[config.mk]
export PLATFORM = sky130hd
export DESIGN_NAME = pipe_stage_chain
export DESIGN_NICKNAME = d
export VERILOG_FILES = /design/src/rtl/pipe_pkg.sv /design/src/rtl/pipe_fwd_lookup.sv /design/src/rtl/pipe_stage_chain.sv
export SDC_FILE = /design/constraint.sdc
export NUM_CORES = 1
export LEC_CHECK = 0
export ABC_AREA = 1
export BUFFER_PORTS_ARGS = -buffer_cell sky130_fd_sc_hd__buf_2
export CAP_MARGIN = 30
export CORE_MARGIN = 4
export CORE_UTILIZATION = 50
export DETAILED_ROUTE_END_ITERATION = 6
export PLACE_DENSITY = 0.77
export SLEW_MARGIN = 20
export SYNTH_ARGS = -nofsm -noshare
export SYNTH_HDL_FRONTEND = slang
export SYNTH_SLANG_ARGS = --single-unit
[constraint.sdc]
create_clock -name clk -period 1.6 [get_ports clk]
set_input_delay 0.32 -clock clk [delete_from_list [all_inputs] [get_ports clk]]
set_output_delay 0.32 -clock clk [all_outputs]
set_load 0.005 [all_outputs]
[src/rtl/pipe_pkg.sv]
// rtl/pipe_pkg.sv - shared types and helpers for the pipeline register chain
//
// Purpose: stage entry layout at the default widths, the all-zero entry, the
// stage-index width helper and a 16-bit saturating adder for the optional
// performance counters (PIPE_STAGE_PERF_EN).
// Ports: none (package).

package pipe_pkg;

   localparam int PIPE_DATA_W     = 64;
   localparam int PIPE_REG_ADDR_W = 5;

   typedef struct packed {
      logic                       valid;
      logic                       wen;
      logic [PIPE_REG_ADDR_W-1:0] wreg;
      logic [PIPE_DATA_W-1:0]     data;
   } stage_entry_t;

   localparam stage_entry_t STAGE_ENTRY_ZERO = '0;

   // Width of a stage index; a single-stage chain still gets a 1-bit index.
   function automatic int stage_idx_w(input int stages);
      return (stages > 1) ? $clog2(stages) : 1;
   endfunction

   function automatic logic [15:0] sat_add16(input logic [15:0] a, input logic [15:0] b);
      logic [16:0] sum;
      sum = {1'b0, a} + {1'b0, b};
      return sum[16] ? 16'hFFFF : sum[15:0];
   endfunction

endpackage

[src/rtl/pipe_fwd_lookup.sv]
// rtl/pipe_fwd_lookup.sv - priority forwarding search for one source register
//
// Purpose: combinational search over stages FWD_FIRST..STAGES-1; a stage
// matches when valid && wen && wreg==src && src!=0. The youngest (lowest
// index) match wins; no match gives hit=0, stage=0, data=0.
// Ports:
//   stage_valid, stage_wen  in   per-stage valid / write-enable
//   stage_wreg, stage_data  in   per-stage destination register / payload
//   src                     in   register being looked up
//   hit, hit_stage, hit_data out  match flag, matching stage index, its payload

module pipe_fwd_lookup
   import pipe_pkg::*;
#(
   parameter int STAGES     = 4,
   parameter int DATA_W     = PIPE_DATA_W,
   parameter int REG_ADDR_W = PIPE_REG_ADDR_W,
   parameter int FWD_FIRST  = 1,
   localparam int IDX_W     = stage_idx_w(STAGES)
)(
   input  logic [STAGES-1:0]                 stage_valid,
   input  logic [STAGES-1:0]                 stage_wen,
   input  logic [STAGES-1:0][REG_ADDR_W-1:0] stage_wreg,
   input  logic [STAGES-1:0][DATA_W-1:0]     stage_data,
   input  logic [REG_ADDR_W-1:0]             src,
   output logic                              hit,
   output logic [IDX_W-1:0]                  hit_stage,
   output logic [DATA_W-1:0]                 hit_data
);

   // Walk from oldest to youngest so the youngest match is the last writer.
   always_comb begin
      hit       = 1'b0;
      hit_stage = '0;
      hit_data  = '0;
      for (int k = STAGES - 1; k >= 0; k--) begin
         if (k >= FWD_FIRST && stage_valid[k] && stage_wen[k] &&
             stage_wreg[k] == src && src != '0) begin
            hit       = 1'b1;
            hit_stage = IDX_W'(k);
            hit_data  = stage_data[k];
         end
      end
   end

endmodule

[src/rtl/pipe_stage_chain.sv]
// rtl/pipe_stage_chain.sv - parametrised pipeline register chain with stall, flush and forwarding
//
// Purpose: STAGES pipeline registers (0 = youngest, STAGES-1 = oldest), each
// holding valid, wen, wreg and payload. Per-stage flush, stall with bubble
// insertion above the frozen range, and two forwarding lookups.
// Optional macro PIPE_STAGE_PERF_EN adds bubble_cnt, flush_cnt, retire_cnt.
// Ports:
//   clk, rst                          clock, synchronous active-high reset
//   in_valid/in_wen/in_wreg/in_data   entry offered to stage 0
//   in_ready                          stage 0 loads this cycle (= !stall)
//   stall, stall_at                   freeze stages 0..stall_at
//   flush_mask                        per-stage bubble load
//   src1/src2, fwd*_hit/stage/data    forwarding lookups
//   stage_valid                       valid bit of every stage
//   out_valid/out_wen/out_wreg/out_data, out_fire   oldest stage and its retire strobe

module pipe_stage_chain
   import pipe_pkg::*;
#(
   parameter int STAGES     = 4,
   parameter int DATA_W     = PIPE_DATA_W,
   parameter int REG_ADDR_W = PIPE_REG_ADDR_W,
   parameter int FWD_FIRST  = 1,
   localparam int IDX_W     = stage_idx_w(STAGES)
)(
   input  logic                  clk,
   input  logic                  rst,
   input  logic                  in_valid,
   input  logic                  in_wen,
   input  logic [REG_ADDR_W-1:0] in_wreg,
   input  logic [DATA_W-1:0]     in_data,
   output logic                  in_ready,
   input  logic                  stall,
   input  logic [IDX_W-1:0]      stall_at,
   input  logic [STAGES-1:0]     flush_mask,
   input  logic [REG_ADDR_W-1:0] src1,
   input  logic [REG_ADDR_W-1:0] src2,
   output logic                  fwd1_hit,
   output logic                  fwd2_hit,
   output logic [IDX_W-1:0]      fwd1_stage,
   output logic [IDX_W-1:0]      fwd2_stage,
   output logic [DATA_W-1:0]     fwd1_data,
   output logic [DATA_W-1:0]     fwd2_data,
   output logic [STAGES-1:0]     stage_valid,
   output logic                  out_valid,
   output logic                  out_wen,
   output logic [REG_ADDR_W-1:0] out_wreg,
   output logic [DATA_W-1:0]     out_data,
   output logic                  out_fire
`ifdef PIPE_STAGE_PERF_EN
   ,
   output logic [15:0]           bubble_cnt,
   output logic [15:0]           flush_cnt,
   output logic [15:0]           retire_cnt
`endif
);

   logic [STAGES-1:0]                 valid_q;
   logic [STAGES-1:0]                 wen_q;
   logic [STAGES-1:0][REG_ADDR_W-1:0] wreg_q;
   logic [STAGES-1:0][DATA_W-1:0]     data_q;

   // Value each stage would take if it advanced this cycle.
   logic [STAGES-1:0]                 sh_valid;
   logic [STAGES-1:0]                 sh_wen;
   logic [STAGES-1:0][REG_ADDR_W-1:0] sh_wreg;
   logic [STAGES-1:0][DATA_W-1:0]     sh_data;

   logic [STAGES-1:0] frozen;
   logic [STAGES-1:0] bubble;
   int                stall_at_i;

   always_comb begin
      sh_valid[0] = in_valid;
      sh_wen[0]   = in_wen;
      sh_wreg[0]  = in_wreg;
      sh_data[0]  = in_data;
      for (int k = 1; k < STAGES; k++) begin
         sh_valid[k] = valid_q[k-1];
         sh_wen[k]   = wen_q[k-1];
         sh_wreg[k]  = wreg_q[k-1];
         sh_data[k]  = data_q[k-1];
      end
   end

   // The stage just above the frozen range receives a bubble; when the whole
   // chain is frozen there is no such stage and nothing is inserted.
   always_comb begin
      stall_at_i = int'(stall_at);
      for (int k = 0; k < STAGES; k++) begin
         frozen[k] = stall && (k <= stall_at_i);
         bubble[k] = stall && (k == stall_at_i + 1);
      end
   end

   always_ff @(posedge clk) begin
      if (rst) begin
         valid_q <= '0;
         wen_q   <= '0;
         wreg_q  <= '0;
         data_q  <= '0;
      end else begin
         for (int k = 0; k < STAGES; k++) begin
            if (flush_mask[k]) begin
               // Flush wins over freeze: the stage is cleared even when frozen.
               valid_q[k] <= 1'b0;
               wen_q[k]   <= 1'b0;
               wreg_q[k]  <= sh_wreg[k];
               data_q[k]  <= sh_data[k];
            end else if (!frozen[k]) begin
               if (bubble[k]) begin
                  valid_q[k] <= 1'b0;
                  wen_q[k]   <= 1'b0;
               end else begin
                  valid_q[k] <= sh_valid[k];
                  wen_q[k]   <= sh_wen[k];
                  wreg_q[k]  <= sh_wreg[k];
                  data_q[k]  <= sh_data[k];
               end
            end
         end
      end
   end

   assign in_ready    = !stall;
   assign stage_valid = valid_q;
   assign out_valid   = valid_q[STAGES-1];
   assign out_wen     = wen_q[STAGES-1];
   assign out_wreg    = wreg_q[STAGES-1];
   assign out_data    = data_q[STAGES-1];
   assign out_fire    = valid_q[STAGES-1] && !(stall && stall_at_i == STAGES - 1);

   pipe_fwd_lookup #(
      .STAGES     (STAGES),
      .DATA_W     (DATA_W),
      .REG_ADDR_W (REG_ADDR_W),
      .FWD_FIRST  (FWD_FIRST)
   ) u_fwd1 (
      .stage_valid (valid_q),
      .stage_wen   (wen_q),
      .stage_wreg  (wreg_q),
      .stage_data  (data_q),
      .src         (src1),
      .hit         (fwd1_hit),
      .hit_stage   (fwd1_stage),
      .hit_data    (fwd1_data)
   );

   pipe_fwd_lookup #(
      .STAGES     (STAGES),
      .DATA_W     (DATA_W),
      .REG_ADDR_W (REG_ADDR_W),
      .FWD_FIRST  (FWD_FIRST)
   ) u_fwd2 (
      .stage_valid (valid_q),
      .stage_wen   (wen_q),
      .stage_wreg  (wreg_q),
      .stage_data  (data_q),
      .src         (src2),
      .hit         (fwd2_hit),
      .hit_stage   (fwd2_stage),
      .hit_data    (fwd2_data)
   );

`ifdef PIPE_STAGE_PERF_EN
   // A bubble counts only when it actually lands, i.e. the target stage is
   // not flushed in the same cycle. Flushes count only stages that held a
   // valid entry.
   logic        bubble_evt;
   logic [15:0] flush_inc;

   always_comb begin
      bubble_evt = |(bubble & ~flush_mask);
      flush_inc  = 16'($countones(flush_mask & valid_q));
   end

   always_ff @(posedge clk) begin
      if (rst) begin
         bubble_cnt <= '0;
         flush_cnt  <= '0;
         retire_cnt <= '0;
      end else begin
         bubble_cnt <= sat_add16(bubble_cnt, {15'd0, bubble_evt});
         flush_cnt  <= sat_add16(flush_cnt, flush_inc);
         retire_cnt <= sat_add16(retire_cnt, {15'd0, out_fire});
      end
   end
`endif

endmodule

# [After elaboration in Yosys (flattened, before gate mapping)]
# Index checks and enable logic that the tools add are counted.
# W data, S select, Z words.
[totals] regBits=284 in_bits=90 out_inout_bits=211 elab_cells=125
[op_classes] add_sub_neg=1 n_lt_le_gt_ge=3 eq_ne=18 mux=50 n_reduce_logical=37
[op_table] op="$mux W64" count=18
[op_table] op="$mux W5" count=12
[op_table] op="$eq A2 B32 Y1 const A" count=1
[op_table] op="$eq A3 B32 Y1 const A" count=1
[op_table] op="$logic_not A32 Y1" count=1
[op_table] op="$eq A5 B5 Y1" count=6
[op_table] op="$logic_and A1 B1 Y1" count=24
[op_table] op="$mux W1" count=14
[op_table] op="$ne A2 B2 Y1 const B" count=7
[op_table] op="$mux W2" count=6
[op_table] op="$reduce_bool A5 Y1" count=2
[op_table] op="$reduce_and A2 Y1" count=4
[op_table] op="$reduce_or A2 Y1" count=4
[op_table] op="$le A2 B2 Y1 const A" count=2
[op_table] op="$add A2 B1 Y3 const B" count=1
[op_table] op="$eq A2 B3 Y1 const A" count=1
[op_table] op="$eq A2 B1 Y1 const B" count=1
[op_table] op="$le A1 B2 Y1 const A" count=1
[op_table] op="$logic_not A1 Y1" count=2
[op_table] op="$ne A2 B1 Y1 const B" count=1

# [Longest topological paths before layout]
# Gate-level depths: netlist of run 1.
[depth] word_depth=6 depth_mapped=12 ltp_nobuf=10

# [Cells and area by module]
# From an unflattened synthesis of run 1, not the netlist that was laid out.
[unflattened] cells_unflattened=2488 hier_area_um2=15866.5
[by_module_without_submodules] mod="pipe_stage_chain" n_inst=1 cells_each=1466 area_per_inst_um2=10989.3 seq_area_each_um2=5685.5
[by_module_without_submodules] mod="pipe_fwd_lookup" n_inst=2 cells_each=511 area_per_inst_um2=2438.6 seq_area_each_um2=0.0

# [Worst setup path before layout of run 1]
# OpenSTA, ideal clock, no wires.
[synth_timing] path_type="register -> output" startpoint="register wreg_q, in the netlist out_wreg[3]" endpoint="output fwd1_data[14]" t_arrival_ps=1373 required_ps=1280 path_slack_ps=-93 path_stages_with_launch=11 n_path_buf=2 path_cell_list="dfxtp_1 > inv_1 > nand2_1 > o21ai_0 > nor2_1 > nand2_1 > nor2_1 > buf_4 > buf_2 > nand3_1 > a21oi_1"
[synth_via] elab_chain_len=6
[synth_lines] item="start: declaration" line="pipe_stage_chain.sv:60" text="logic [STAGES-1:0][REG_ADDR_W-1:0] wreg_q;"
[synth_lines] item="start signal: indexed assignment" line="pipe_stage_chain.sv:108" text="wreg_q[k] <= sh_wreg[k];"
[synth_lines] item="start signal: indexed assignment" line="pipe_stage_chain.sv:117" text="wreg_q[k] <= sh_wreg[k];"
[synth_lines] item="$eq A5 B5 Y1" line="pipe_fwd_lookup.sv:38" text="stage_wreg[k] == src && src != '0) begin"
[synth_lines] item="$logic_and A1 B1 Y1" line="pipe_fwd_lookup.sv:37" text="if (k >= FWD_FIRST && stage_valid[k] && stage_wen[k] &&"
[synth_lines] item="$logic_and A1 B1 Y1" line="pipe_fwd_lookup.sv:38"
[synth_lines] item="$mux W64 (3 in series)" line="pipe_fwd_lookup.sv:37"
[synth_lines] item="end: declaration" line="pipe_stage_chain.sv:42" text="output logic [DATA_W-1:0] fwd1_data,"
# Every way passes these cells.

# [Worst setup path in the final report of run 1]
[layout_timing] startpoint="register wreg_q, in the netlist sh_wreg[11]" endpoint="output fwd2_data[0]"
[layout_via] elab_chain_len=4
[layout_lines] item="$eq A5 B5 Y1" line="pipe_fwd_lookup.sv:38"
[layout_lines] item="$logic_and A1 B1 Y1" line="pipe_fwd_lookup.sv:37"
[layout_lines] item="$logic_and A1 B1 Y1" line="pipe_fwd_lookup.sv:38"
[layout_lines] item="$mux W64" line="pipe_fwd_lookup.sv:37"
[layout_lines] item="end: declaration" line="pipe_stage_chain.sv:43" text="output logic [DATA_W-1:0] fwd2_data,"
# Every way passes these cells.

==> results.json, run 1 <==
{
  "yosysTopAreaCellShare": 0.390,
  "relSlewSlack": 0.656,
  "syn2layout_area_growth_pct": 50.0,
  "antenna_found_initial": 4,
  "coreArea_um2": 28700,
  "required_ns": 1.28,
  "period_minus_slack_ns": 2.73,
  "endpoint_kind": "output port",
  "setup_slack_ns": -1.13,
  "hold_path_depth": 3,
  "p_int_mw": 13.1,
  "max_cap_viol_count": 0,
  "hp-class": "input port to flop",
  "clkTransAtPathRegs_ns": 0.06,
  "first_pass_iters": 6,
  "fin_skew_ns": 0.0194,
  "viasPerCell": 5.86,
  "rrSetupSlack_ns": 0.13,
  "final_antenna_net_count": 0,
  "violations": "setup timing",
  "hp-start": "in_data[11]",
  "r2r_cells": 9,
  "drtIter0Drc": 2367,
  "root_buffer": "clkbuf_16",
  "status": "finished, violations left",
  "design_area_um2": 21800,
  "grt_first_pass_wirelength_mm": 80.3,
  "max_freq_mhz": 366,
  "grt_max_degree": 65,
  "synthesis.nets": 2377,
  "initial_utilization": 0.507,
  "port_buffers": 300,
  "dp_hpwl_mm": 33.2,
  "clockBufferDepth": 3,
  "ir_worst_vdd_v": 0.000900,
  "hold_viol_final": 0,
  "p_switching_mw": 4.76,
  "grt_overflow": 0,
  "die_area_um2": 31900,
  "synth-seq-area-share": 0.390,
  "critPathLaunchType": "flop",
  "cts_buffers": 30,
  "vias": 17700,
  "syn_avg_cell_area_um2": 6.37,
  "hold_ws_ns": 0.00177,
  "cellPowerDensity_nw_per_um2": 817,
  "worstSetupPathType": "flop to output port",
  "min_period_over_period": 1.71,
  "tightest_slew_ns": 0.511,
  "synthTopCellsByArea": "dfxtp_1, nor2_1, o21ai_0, nand3_1, nand2_1",
  "wire_per_inst_um": 20.0,
  "grt_setup_unrepaired": "yes",
  "cts-htree-levels": 1,
  "critical_path_arrival_ns": 2.41,
  "drc": 0,
  "yosysWarnings": 0,
  "io-pin-count": 301,
  "mostFrequentLayoutCells": "nor2_1, buf_2, o21ai_0, dfxtp_1, nand3_1",
  "die_w_um": 179,
  "min_to": "data_q[11]$_SDFFE_PP0P_",
  "ys_types": 26,
  "netlist_instances": 2287,
  "r2r-end": "sh_wreg[18]$_SDFFE_PP0P_",
  "clockPowerShare": 0.421,
  "netSwitchingFraction": 0.267,
  "rows": 62,
  "worstReg2RegStart": "sh_wreg[18]$_SDFFE_PP0P_",
  "final_common_cell": "nor2_1",
  "slew_violations": 0,
  "p_seq_frac": 0.455,
  "drt-total-wl_mm": 60.2,
  "place_area_um2": 17500,
  "grt_use_total": 0.308,
  "leakage_nw": 10.3,
  "syn_area_um2": 14600,
  "pwr-share-comb": 0.124,
  "cts.sinks": 284,
  "first_global_vias": 15600,
  "setup_viol": 134,
  "post-synth-top-area-cell": "dfxtp_1",
  "die_y_um": 179,
  "cts_tree": "yes",
  "gp_congestion": 0.926,
  "cp_max_fo": 9,
  "drive_above_1_share": 0.407,
  "clock_latency_ns": 0.56,
  "final_nets": 2696,
  "ys_seq_elements": 284
}
area by class of cell:
class | count | area [um^2]
Tap cell | 384 | 480
Inverter | 161 | 622
Timing Repair Buffer | 522 | 4950
Fill cell | 1933 | 6860
Multi-Input combinational cell | 1607 | 8980
Antenna cell | 3 | 7.51
Clock buffer | 44 | 915
Sequential cell | 284 | 5730
Clock inverter | 11 | 164
worst max-delay path, cell delays in order, from the launching register on:
cell and delay (ns):
dfxtp_4 0.36, buf_6 0.12, xor2_2 0.14, nor2_2 0.16, nand3_4 0.18, buf_12 0.21
buf_6 0.12, nor2_1 0.38, a21oi_2 0.05, buf_2 0.14
logic make-up (layout without fill, tap and decap cells):
family	Yosys count	after routing	synth area share
xor gates and xnor gates	11	11	0.00662
AOI/OAI and AO/OA	433	433	0.150
and+or+nand+nor	1163	1163	0.324
DFF	284	284	0.390
other	0	3	0
buffers and inverters	396	738	0.129
Yosys cell counts:
master      n
a211oi_1    2
a21boi_0    1
a21oi_1   150
buf_1       4
buf_2      62
buf_4      84
clkbuf_1   84
clkbuf_2    1
clkinv_1    1
dfxtp_1   284
inv_1     151
inv_2       9
nand2_1   208
nand3_1   264
nand3b_1    1
nand4_1     1
nor2_1    682
nor2_2      3
o211ai_1    1
o21ai_0   267
o21ai_1    11
o21ai_2     1
or2_0       1
or2_2       3
xnor2_1     7
xor2_1      4
sequential cells by signal (all words and copies together) (netlist names):
name         flops
wen_q            4
stage_valid      4
data_q         192
sh_wreg         15
out_wreg         5
out_data        64
power groups by stage:
stage / clock network, mW / logic (mW) / registers, mW
floorplan: 0 / 1.09 / 8.01
global placement: 0 / 1.71 / 8.13
detailed placement: 0 / 1.75 / 8.15
CTS: 7.54 / 2.02 / 8.01
global route: 7.85 / 2.38 / 8.17
finish: 7.51 / 2.21 / 8.12
worst max path at each step:
stage                                   startpoint       endpoint  cells after the start
final                     sh_wreg[11]$_SDFFE_PP0P_   fwd2_data[0]                      9
after global routing      sh_wreg[11]$_SDFFE_PP0P_   fwd2_data[0]                      9
after global placement                     src1[2]  fwd1_data[60]                     11
after floorplan           out_wreg[2]$_SDFFE_PP0P_  fwd2_data[36]                     10
after detailed placement                   src1[2]  fwd1_data[47]                     11
after CTS                 sh_wreg[11]$_SDFFE_PP0P_   fwd1_data[3]                     10
repair_timing:
action | in CTS | in global routing
endpoints found under the hold margin | 4 | 0
pin swaps | 28 | 150
setup buffers | 38 | 23
cloned | 13 | 26
hold buffers | 3 | 0
gates resized for setup | 180 | 356
endpoints found under the setup margin | 134 | 135
through the flow:
step | setup slack [ns] | instances | util | total power, mW | setup TNS [ns]
2_1_floorplan | -0.0115 | 2287 | - | 9.10 | -0.555
3_3_place_gp | -0.647 | 2874 | 0.609 | 9.85 | -69.24
3_5_place_dp | -0.660 | 2874 | 0.609 | 9.90 | -71.39
4_1_cts | -0.962 | 2983 | 0.697 | 17.6 | -120.05
5_1_grt | -1.15 | 3015 | 0.761 | 18.4 | -134.72
6_report | -1.13 | 3016 | 0.761 | 17.8 | -124.58
routing by layer:
layer | up-vias | global-route usage | wire (um)
met3 | 377 | 0.0565 | 7020
met4 | 4 | 0.131 | 4060
met2 | 1357 | 0.509 | 27000
met1 | 8029 | 0.397 | 22000
li1 | 7915 | - | -
met5 | - | 0 | 67
(Power assumes the default switching activity.)
==> run 2: changes to the inputs <==
- CORE_MARGIN: 4 -> 8
==> run 2 against run 1 <==
  * The run ends with DRC, setup timing left
  * Sequential power hardly changed
  * Sequential share of layout area is 0.89 points higher
  * Flip-flop and latch count stayed put
  * Fmax is 4.6% higher
  * Wire length is 2.7% higher
  * Total power is 0.31% lower
  * Utilization is 2.5 points lower
  * Register-to-register slack better by 0.56 ns
  * Final area is 3.3% lower
  * Critical endpoint is now fwd1_data[36]
  * Highest routed layer unchanged
==> results.json, run 2 (synthesis gave the netlist of run 1 again) <==
{
  "status": "finished, violations left",
  "violations": "DRC, setup timing",
  "vias": 17400,
  "period_minus_slack_ns": 2.61,
  "startpoint": "sh_wreg[12]$_SDFFE_PP0P_",
  "setup_slack_ns": -1.01,
  "regArea_um2": 5730,
  "post-place-ws_ns": -0.582,
  "critPathLaunchType": "flop",
  "grt_use_total": 0.294,
  "io-pin-count": 301,
  "min_period_over_period": 1.63,
  "critical_path_arrival_ns": 2.29,
  "setup_viol": 135,
  "netSwitchingFraction": 0.270,
  "fin_total_pwr_mw": 17.8,
  "clock_latency_ns": 0.57,
  "wire_per_inst_um": 20.6,
  "initial_utilization": 0.507,
  "viasPerCell": 5.80,
  "final_antenna_net_count": 0,
  "worstReg2RegStart": "stage_valid[2]$_SDFFE_PP0P_",
  "p_seq_frac": 0.455,
  "cts.sinks": 284,
  "root_buffer": "clkbuf_16",
  "worstSetupPathType": "flop to output port",
  "slew_violations": 0,
  "design_area_um2": 21100,
  "r2r-end": "stage_valid[2]$_SDFFE_PP0P_",
  "cts_tree": "yes",
  "clkTransAtPathRegs_ns": 0.06,
  "drt-total-wl_mm": 61.8,
  "ir_worst_vdd_v": 0.000697,
  "dp_hpwl_mm": 33.6,
  "coreArea_um2": 28700,
  "port_buffers": 300,
  "grt_overflow": 0,
  "grt_max_degree": 80,
  "final_nets": 2683,
  "largest_reg_flops": 192,
  "largest_register": "data_q",
  "drc": 14,
  "pwr-share-comb": 0.117,
  "clockPowerShare": 0.428,
  "first_pass_iters": 7,
  "r2r_cells": 4,
  "cts-htree-levels": 1,
  "relSlewSlack": 0.732,
  "tightest_slew_ns": 0.397,
  "die_y_um": 187,
  "rows": 62,
  "endpoint_kind": "output port",
  "first_global_vias": 16000,
  "gp_congestion": 0.911,
  "antenna_found_initial": 7,
  "hold_viol_final": 0,
  "die_area_um2": 34800,
  "grt_setup_unrepaired": "yes",
  "die_w_um": 187,
  "clockBufferDepth": 3,
  "cp_max_fo": 7,
  "p_int_mw": 13.0,
  "syn2layout_area_growth_pct": 45.0,
  "max_freq_mhz": 383,
  "drtIter0Drc": 1992,
  "max_cap_viol_count": 0,
  "final_common_cell": "nor2_1",
  "cts_buffers": 30,
  "required_ns": 1.28,
  "multi_input_area_um2": 8590,
  "hp-class": "input port to flop",
  "cellPowerDensity_nw_per_um2": 842,
  "drive_above_1_share": 0.357,
  "mostFrequentLayoutCells": "nor2_1, buf_2, o21ai_0, dfxtp_1, nand3_1",
  "crit_end": "fwd1_data[36]",
  "leakage_nw": 10.1,
  "rrSetupSlack_ns": 0.69,
  "place_area_um2": 17000,
  "grt_first_pass_wirelength_mm": 85.4,
  "nFillCells": 2162,
  "fin_skew_ns": 0.0204,
  "p_switching_mw": 4.81
}
==> run 2: cell count changes in the layout (fill, tap and decap cells not counted), moves of 12 or more <==
cell | previous run | this run
nand2_4 | 17 | 5
inv_1 | 79 | 112
nand3_1 | 126 | 154
nand2_2 | 71 | 53
nand3_2 | 109 | 84
buf_12 | 75 | 51
inv_2 | 76 | 46
dlygate4sd3_1 | 3 | 17
nand2_1 | 118 | 149
==> run 2: timing repair <==
item / CTS / global route
endpoints found under the hold margin: 18 / 0
hold buffers: 17 / 0
cloned: 11 / 33
pin swaps: 42 / 82
setup endpoints to repair: 134 / 137
setup buffers: 34 / 19
gates resized for setup: 161 / 238
==> run 2: how the worst min path moves through the flow <==
stage	from	to	slack, ns	depth (start not counted)
floorplan	rst	stage_valid[2]$_SDFFE_PP0P_	0.39	1
global placement	wen_q[0]$_SDFFE_PP0N_	wen_q[0]$_SDFFE_PP0N_	0.44	2
detailed placement	wen_q[0]$_SDFFE_PP0N_	wen_q[0]$_SDFFE_PP0N_	0.45	2
CTS	in_data[12]	data_q[12]$_SDFFE_PP0P_	0.002	3
global route	in_data[63]	data_q[63]$_SDFFE_PP0P_	0.04	3
finish	in_data[12]	data_q[12]$_SDFFE_PP0P_	0.02	3
==> run 2: metal layers <==
| layer | track usage | share of wire | up-vias |
|---|---|---|---|
| li1 | - | - | 7891 |
| met1 | 0.368 | 0.37 | 7945 |
| met2 | 0.463 | 0.44 | 1233 |
| met3 | 0.0738 | 0.13 | 346 |
| met4 | 0.150 | 0.066 | 6 |
| met5 | 0 | 0.00057 | - |
==> run 2: per-stage QoR <==
step | TNS [ns] | hold slack (ns) | instances | util
3_3_place_gp | -63.03 | 0.443 | 2841 | 0.591
5_1_grt | -134.33 | 0.0352 | 3005 | 0.736
3_5_place_dp | -63.58 | 0.446 | 2841 | 0.591
2_1_floorplan | -0.555 | 0.385 | 2287 | -
6_report | -122.44 | 0.0160 | 3005 | 0.736
4_1_cts | -120.68 | 0.00201 | 2958 | 0.678
==> run 2: final cells by class <==
class | count | share of cell area
flip-flops and latches | 284 | 0.271
clock buffers | 40 | 0.0406
clock inverters | 16 | 0.0111
well taps | 384 | 0.0228
multi-input cells | 1608 | 0.407
repair buffers | 508 | 0.218
diodes | 4 | 0.000474
inverters | 161 | 0.0291
==> run 2: worst max-delay path: stages, from the launching register on <==
cell,delay [ns]
dfxtp_2,0.39
xnor2_2,0.12
nand3_1,0.15
nor2_4,0.16
nand2_4,0.12
buf_6,0.16
clkbuf_16,0.17
nand2_1,0.09
inv_1,0.08
a21oi_2,0.14
buf_2,0.13
==> run 2: power by group through the flow <==
| stage | registers (mW) | logic, mW | clock network (mW) |
|---|---|---|---|
| after floorplan | 8.01 | 1.09 | 0 |
| after global placement | 8.14 | 1.60 | 0 |
| after detailed placement | 8.15 | 1.64 | 0 |
| after CTS | 8.01 | 1.92 | 7.69 |
| after global routing | 8.14 | 2.26 | 7.98 |
| final | 8.09 | 2.08 | 7.62 |
